## src/rtl/dice_button_conditioner_pkg.sv

```systemverilog
// Shared defaults and lock-FSM encoding for the dice roller button front end.
package dice_button_conditioner_pkg;

    localparam int NUM_BTN_DEF        = 7;
    localparam int DEBOUNCE_TICKS_DEF = 3;
    localparam int STUCK_TICKS_DEF    = 255;

    typedef enum logic [1:0] {
        IDLE   = 2'd0,
        LOCKED = 2'd1,
        DRAIN  = 2'd2
    } lock_state_e;

    function automatic int max_int(input int a, input int b);
        return (a > b) ? a : b;
    endfunction

endpackage

```

## src/rtl/dice_button_conditioner_btn_debounce_cell.sv

```systemverilog
// One button: two-flop synchroniser followed by a tick-driven debounce counter.
module btn_debounce_cell
    import dice_button_conditioner_pkg::*;
#(
    parameter int DEBOUNCE_TICKS = DEBOUNCE_TICKS_DEF
) (
    input  logic clk,
    input  logic rst,
    input  logic tick,
    input  logic raw,
    output logic level
);

    localparam int CW = max_int($clog2(DEBOUNCE_TICKS + 1), 1);
    localparam logic [CW-1:0] CNT_LAST = CW'(DEBOUNCE_TICKS - 1);

    logic          sync1_q;
    logic          sync_q;
    logic          level_q, level_d;
    logic [CW-1:0] cnt_q, cnt_d;

    // Any tick that agrees with the current level restarts the count, so a
    // flip needs DEBOUNCE_TICKS consecutive disagreeing ticks.
    always_comb begin
        level_d = level_q;
        cnt_d   = cnt_q;
        if (tick) begin
            if (sync_q == level_q) begin
                cnt_d = '0;
            end else if (cnt_q == CNT_LAST) begin
                level_d = ~level_q;
                cnt_d   = '0;
            end else begin
                cnt_d = cnt_q + CW'(1);
            end
        end
    end

    always_ff @(posedge clk) begin
        if (rst) begin
            sync1_q <= 1'b0;
            sync_q  <= 1'b0;
            level_q <= 1'b0;
            cnt_q   <= '0;
        end else begin
            sync1_q <= raw;
            sync_q  <= sync1_q;
            level_q <= level_d;
            cnt_q   <= cnt_d;
        end
    end

    assign level = level_q;

endmodule

```

## src/rtl/dice_button_conditioner.sv

```systemverilog
// Debounces the dice buttons, grants a single owner per press and guards against stuck buttons.
module dice_button_conditioner
    import dice_button_conditioner_pkg::*;
#(
    parameter int NUM_BTN        = NUM_BTN_DEF,
    parameter int DEBOUNCE_TICKS = DEBOUNCE_TICKS_DEF,
    parameter int STUCK_TICKS    = STUCK_TICKS_DEF
) (
    input  logic               clk,
    input  logic               rst,
    input  logic               tick,
    input  logic [NUM_BTN-1:0] btn_raw,
    output logic [NUM_BTN-1:0] btn_level,
    output logic [NUM_BTN-1:0] btn_held,
    output logic [NUM_BTN-1:0] press_pulse,
    output logic               any_held,
    output logic               stuck
);

    localparam int OW = max_int($clog2(NUM_BTN), 1);
    localparam int SW = max_int($clog2(STUCK_TICKS + 1), 8);
    localparam logic [SW-1:0] STUCK_MAX = SW'(STUCK_TICKS);

    logic [NUM_BTN-1:0] level;
    logic [NUM_BTN-1:0] level_dly_q;
    logic [NUM_BTN-1:0] rise;
    logic [OW-1:0]      rise_idx;

    lock_state_e        state_q, state_d;
    logic [OW-1:0]      owner_q, owner_d;
    logic [SW-1:0]      stuck_cnt_q, stuck_cnt_d;
    logic [NUM_BTN-1:0] pulse_q, pulse_d;
    logic [NUM_BTN-1:0] held_q, held_d;
    logic               stuck_q, stuck_d;

    for (genvar i = 0; i < NUM_BTN; i++) begin : g_cell
        btn_debounce_cell #(
            .DEBOUNCE_TICKS(DEBOUNCE_TICKS)
        ) u_cell (
            .clk  (clk),
            .rst  (rst),
            .tick (tick),
            .raw  (btn_raw[i]),
            .level(level[i])
        );
    end

    assign rise = level & ~level_dly_q;

    // Scan downwards so the lowest set index is the last one written.
    always_comb begin
        rise_idx = '0;
        for (int i = NUM_BTN - 1; i >= 0; i--) begin
            if (rise[i]) rise_idx = OW'(i);
        end
    end

    always_comb begin
        state_d     = state_q;
        owner_d     = owner_q;
        stuck_cnt_d = stuck_cnt_q;
        pulse_d     = '0;
        case (state_q)
            IDLE: begin
                stuck_cnt_d = '0;
                if (|rise) begin
                    owner_d = rise_idx;
                    pulse_d = NUM_BTN'(1) << rise_idx;
                    state_d = LOCKED;
                end
            end
            LOCKED: begin
                if (tick && (stuck_cnt_q != STUCK_MAX)) stuck_cnt_d = stuck_cnt_q + SW'(1);
                if (!level[owner_q]) begin
                    if (level == '0) begin
                        state_d     = IDLE;
                        stuck_cnt_d = '0;
                    end else begin
                        state_d = DRAIN;
                    end
                end
            end
            DRAIN: begin
                // Stuck indication survives the drain and only clears once everything is released.
                if (level == '0) begin
                    state_d     = IDLE;
                    stuck_cnt_d = '0;
                end
            end
            default: begin
                state_d     = IDLE;
                stuck_cnt_d = '0;
            end
        endcase
    end

    assign stuck_d = (stuck_cnt_d == STUCK_MAX);
    assign held_d  = ((state_d == LOCKED) && !stuck_d) ? (NUM_BTN'(1) << owner_d) : '0;

    always_ff @(posedge clk) begin
        if (rst) begin
            level_dly_q <= '0;
            state_q     <= IDLE;
            owner_q     <= '0;
            stuck_cnt_q <= '0;
            pulse_q     <= '0;
            held_q      <= '0;
            stuck_q     <= 1'b0;
        end else begin
            level_dly_q <= level;
            state_q     <= state_d;
            owner_q     <= owner_d;
            stuck_cnt_q <= stuck_cnt_d;
            pulse_q     <= pulse_d;
            held_q      <= held_d;
            stuck_q     <= stuck_d;
        end
    end

    assign btn_level   = level;
    assign btn_held    = held_q;
    assign press_pulse = pulse_q;
    assign any_held    = |held_q;
    assign stuck       = stuck_q;

endmodule

```

## config.mk

```make
export PLATFORM = sky130hd
export DESIGN_NAME = dice_button_conditioner
export DESIGN_NICKNAME = d
export VERILOG_FILES = /design/src/rtl/dice_button_conditioner_pkg.sv /design/src/rtl/dice_button_conditioner_btn_debounce_cell.sv /design/src/rtl/dice_button_conditioner.sv
export SDC_FILE = /design/constraint.sdc
export NUM_CORES = 1
export LEC_CHECK = 0
export ABC_AREA = 1
export BUFFER_PORTS_ARGS = -buffer_cell sky130_fd_sc_hd__buf_2
export CAP_MARGIN = 10
export CORE_ASPECT_RATIO = 0.75
export CORE_UTILIZATION = 58
export DETAILED_ROUTE_END_ITERATION = 10
export PLACE_DENSITY = 0.88
export SKIP_CTS_REPAIR_TIMING = 1
export SLEW_MARGIN = 20
export SYNTH_ARGS = -nofsm -noshare
export SYNTH_HDL_FRONTEND = slang
export SYNTH_SLANG_ARGS = --single-unit
```

## constraint.sdc

```tcl
create_clock -name clk -period 2.4 [get_ports clk]
set_clock_uncertainty 0.2 [all_clocks]
set_input_delay 0.24 -clock clk [delete_from_list [all_inputs] [get_ports clk]]
set_output_delay 0.24 -clock clk [all_outputs]
set_load 0.02 [all_outputs]
```

[Yosys cells after proc, flatten, opt, wreduce, memory -nomap -nowiden]
Cells that the tools add are included.
Word-level totals
  output and inout bits: 23
  bits in registers: 70
  word-level logic and storage cells: 135
  bits of input ports: 10
Operators by class
  equal/unequal tests: 19
  $add $sub $neg: 8
  mux-type cells: 35
  bitwise gates (word level): 19
  reductions and logical operators: 16
  shift-type cells: 2
  $lt $le $gt $ge: 1
Operator list (count)
  2-to-1 mux 2 bit: 18
  2-to-1 mux 8 bit: 4
  2-to-1 mux 3 bit: 9
  AND reduction 3 bit: 7
  inverter 1 bit: 17
  == test 2 bit, second input constant: 8
  one-hot mux 8 bit (2 select lines): 1
  adder 2 x 1 -> 2 bit, second input constant: 7
  OR reduction 7 bit: 2
  << shifter 1 x 3 -> 7 bit, first input constant: 2
  adder 8 x 1 -> 8 bit, second input constant: 1
  == test 8 bit, second input constant: 1
  inequality test 8 bit, second input constant: 1
  bitwise AND 7 bit: 1
  == test 1 bit: 7
  logical NOT 7 bit: 1
  inverter 7 bit: 1
  one-hot mux 2 bit (3 select lines): 1
  == test 2 x 1 -> 1 bit, second input constant: 2
  < comparator 3 x 4 -> 1 bit, second input constant: 1
  binary-select mux 1 bit (select 3 bit): 1
  OR reduction 3 bit: 1
  logical AND 1 bit: 2
  logical NOT 2 bit: 1
  other kinds (3): 3

[Depth between registers and ports, before layout]
  depth in word-level cells: 12
  depth in mapped cells: 14
  gate-level depth less buffers: 14

[Cells and area by module]
From an unflattened synthesis, not the netlist that was laid out.
Unflattened totals
  cell total of the unflattened synthesis: 461
  area total of the unflattened synthesis: 3226.8 µm²
Modules (own cells, without submodules)
  dice_button_conditioner: sequential area each 700.7 µm², cells each 265, times used 1, area an instance 1799.2 µm²
  btn_debounce_cell: sequential area each 100.1 µm², cells each 28, times used 7, area an instance 203.9 µm²

[Least setup slack after synthesis]
No wires, ideal clock.
  kind: reg-to-reg
  start point: reg stuck_cnt_q[0]
  end point: reg held_q[0] (netlist: btn_held[0])
  library setup time: 0.112 ns
  stages on the path, launching flop included: 15
  clock period less this slack: 1.789 ns
  data arrival time: 1.477 ns
  required time: 2.088 ns
  path slack: 0.611 ns
  buffers on the path: 0
  path through: dfxtp_1 ha_1 nand2_2 nor2_4 nand2_4 nand2_4 inv_1 nand2_1 nand2_1 nand2_1 nand2_1 nor2_2 nand3_2 nand3_2 nor2_1
Between the ends
  longest elaborated chain between the ends: 11
  elaborated cells on any way between the ends: 13
  those cells by class: add/sub (1); eq/ne (2); mux (5); bitwise (1); reduce/logical (4)
Ends and longest elaborated chain
  start, declared: RTL line dice_button_conditioner.sv:31  | logic [SW-1:0] stuck_cnt_q, stuck_cnt_d;
  start signal, assigned: RTL line dice_button_conditioner.sv:113  | stuck_cnt_q <= stuck_cnt_d;
  branches (longest 5 deep; another with adder 8 x 1 -> 8 bit)
  one-hot mux 8 bit (2 select lines) *: RTL line dice_button_conditioner.sv:63  | case (state_q)
  == test 8 bit *: RTL line dice_button_conditioner.sv:97  | assign stuck_d = (stuck_cnt_d == STUCK_MAX);
  logical NOT 1 bit *: RTL line dice_button_conditioner.sv:98  | assign held_d = ((state_d == LOCKED) && !stuck_d) ? (NUM_BTN'(1) << owner_d) : '0;
  logical AND 1 bit *: RTL line dice_button_conditioner.sv:98
  inverter 1 bit (no line) *
  OR reduction 2 bit (no line) *
  end signal, assigned: RTL line dice_button_conditioner.sv:115  | held_q <= held_d;
  end, declared: RTL line dice_button_conditioner.sv:33  | logic [NUM_BTN-1:0] held_q, held_d;
Every way passes the cells marked *.
A chain may end at the register's enable or synchronous reset.

[Final worst setup path]
  start point: reg stuck_cnt_q[0]
  end point: reg held_q[3] (netlist: btn_held[3])
The elaborated chain is that of the path after synthesis.

==> impl_results.md <==
- Outcome: finished, final reports clean
- Gpl congestion: 0.8682
- Largest net degree at the start of global routing: 35
- Post-Synthesis Cells: 440
- DR vias/cell: 4.894
- Largest family of logic cells by synthesized area: simple AND/OR/NAND/NOR gates
- Mean post-synth cell area: 7.172 µm²
- Port Buffers: 32
- Fin nets: 493
- Min Tclk post-route: 2.042 ns
- Period utilization: 85.07%
- Hold Path Sink: press_pulse[5]
- Area leader, netlist: dfxtp_1
- Clk pin slew, worst setup/hold paths: 0.08 ns
- Reg-to-Reg End: btn_held[3]
- Overflow after GRT: 0
- Hpwl dp: 4325 µm
- Mux cell area share after synthesis: 0%
- Seq/Total Area, Yosys: 44.41%
- Clock sinks: 70
- Initial antenna violation count: 0
- CP Launch Point: stuck_cnt_q[0]
- Iteration-0 DRC Markers: 174
- Number of synthesized flops with an enable pin: 0
- Antenna Nets Post-Route: 0
- Most frequent cells in the layout: 89 x nand2_1, 70 x inv_1, 70 x dfxtp_1
- Ant. Diodes: 0
- Core area: 5065 µm²
- Final Max Tran Viols: 0
- Post-Syn Nets: 455
- Mapped Area: 3156 µm²
- Worst r2r src: stuck_cnt_q[0]
- Worst Path Arrival: 2.09 ns
- Worst hold margin: 0.1517 ns
- Worst Hold Class: input port to flip-flop
- Tightest Pin Transition: 0.4568 ns
- Drt wl/cell: 11.25 µm
- Peak VDD IR: 0.4880 mV
- Leakage power: 0.001602 µW
- Power per cell area: 608.7 nW/µm²
- Post-synth top area share: 44.41%
- Slew headroom: 69.22%
- Worst reg2reg setup slack: 0.36 ns
- # fillers: 407
- Fmax: 489.8 MHz
- Final wirelength: 6246 µm
- Hold Path Depth: 4
- Clk buf depth: 2
- Top_reg_cell synth: dfxtp_1
- YS warnings: 0
- Tot GR Track Use: 23.94%
- Top area cells in the synthesized netlist: dfxtp_1 44%, nand2_1 11%, inv_1 8.3%, nor2_1 7.1%, nand3_1 6.3%
- Vias post-DR: 2716
- # IOs: 33
- Number of global-route vias before repair: 2362
- Critical path class: flip-flop to flip-flop
- Crit Path Max Fanout: 8
- RSZ-0062 raised after global routing: false
- CTS Buf Count: 9
- Initial Util: 62.30%
- Overall power: 2197 µW
- Simple-gate share of the synthesized area: 30.85%
- Setup crit start kind: flip-flop
- Row cnt: 22
- Die width: 87.17 µm
- Critical Path RT: 2.45 ns
- Ys async rst share: 0%
- Final setup viols: 0
- Synth Area in Compound Gates: 8.961%
- Synth Area in XOR/XNOR: 2.220%
- Final Hold Fails: 0
- Clk Latency, worst-skew pair: 0.35 ns
- Fraction of layout cells with a size suffix above 1: 15.94%
- CP Capture Type: flip-flop
- Unique masters post-synth: 26
- Post-Synth Adder-Cell Area: 1.983%
- Max H-tree Level: 3
- Max-cap viol count: 0
- Die height: 65.88 µm
- P&R area growth vs syn: 14.39%
- TritonRoute pass-1 iters: 4
- Clk Tree Root Cell: clkbuf_8
- Setup TNS: 0 ns
- First-pass GRT wire length: 10390 µm
- Register bit total from synthesis: 70
- R2R cell count: 12
- DIE AREA: 5743 µm²
- Commonest non-fill, non-tap cell in the layout: nand2_1
- CTS tree: built
- Hold_sp: rst
- Drc violations: 0
## Yosys cell counts, types with 6 or more instances
master / instances
nand2_1: 89
dfxtp_1: 70
inv_1: 70
nor2_1: 60
nand3_1: 40
a21oi_1: 29
o21ai_0: 19
buf_4: 8
xnor2_1: 8
clkbuf_1: 6
nand2_2: 6
nor2_4: 6
## final cells by class
cell class                      count  area (µm²)  area share, %
Tap cell                           72       90.09          2.496
Clock inverter                      6       71.32          1.976
Inverter                           74       277.8          7.695
Sequential cell                    70        1401          38.82
Clock buffer                       10       127.6          3.536
Multi-Input combinational cell    281        1389          38.47
Timing Repair Buffer               42       252.7          7.002
## worst max-delay path, stage by stage (launching register included)
cell	delay, ns
dfxtp_1	0.41
ha_1	0.25
nand2_2	0.09
nor2_4	0.13
nand2_4	0.10
nand3b_1	0.10
nand3_1	0.09
nand2_1	0.07
nand2_1	0.05
nor2_1	0.15
nand3_2	0.13
nand3_2	0.12
nor2_1	0.05
## state kept, by name (all words and copies together) (netlist names), 3 cells and up
signal                 flops
btn_held                   7
g_cell.u_cell.cnt_q       14
g_cell.u_cell.level        7
g_cell.u_cell.sync1_q      7
g_cell.u_cell.sync_q       7
level_dly_q                7
owner_q                    3
press_pulse                7
stuck_cnt_q                8
## worst max-delay path by stage
stage	to	slack, ns	cells after the start
6_report	btn_held[3]	0.36	12
5_1_grt	btn_held[1]	0.18	12
4_1_cts	btn_held[3]	0.37	12
3_5_place_dp	btn_held[0]	0.39	12
3_3_place_gp	btn_held[2]	0.45	11
2_1_floorplan	btn_held[0]	0.61	14
## cells by family after synthesis
| family | count (synthesis) |
|---|---|
| buffers and inverters | 89 |
| AOI/OAI and AO/OA | 53 |
| DFF | 70 |
| and+or+nand+nor | 215 |
| adders and majority gates | 5 |
| xor gates and xnor gates | 8 |
## report_power, final
group / internal, µW / switching, µW
clock: 486 / 451
combinational: 30.9 / 46.1
sequential: 1180 / 6.28
total: 1690 / 503
## stage by stage
step / utilization (%) / worst slack [ns] / cell area [µm²] / cells
after CTS: 69.89 / 0.3742 / 3540 / 548
after detailed placement: 65.96 / 0.3950 / 3341 / 532
final: 71.27 / 0.3584 / 3610 / 555
after global placement: 65.96 / 0.4512 / 3341 / 532
after global routing: 71.27 / 0.1795 / 3610 / 555
after floorplan: - / 0.6110 / 3156 / 440
## layer usage
metal / vias to the layer above / GRT usage [%] / wire, µm
met5: - / 0 / 0
met4: 0 / 8.811 / 87
met3: 9 / 9.114 / 375
met2: 61 / 36.91 / 2806
met1: 1219 / 30.55 / 2976
li1: 1427 / - / -
(Power assumes the default switching activity.)
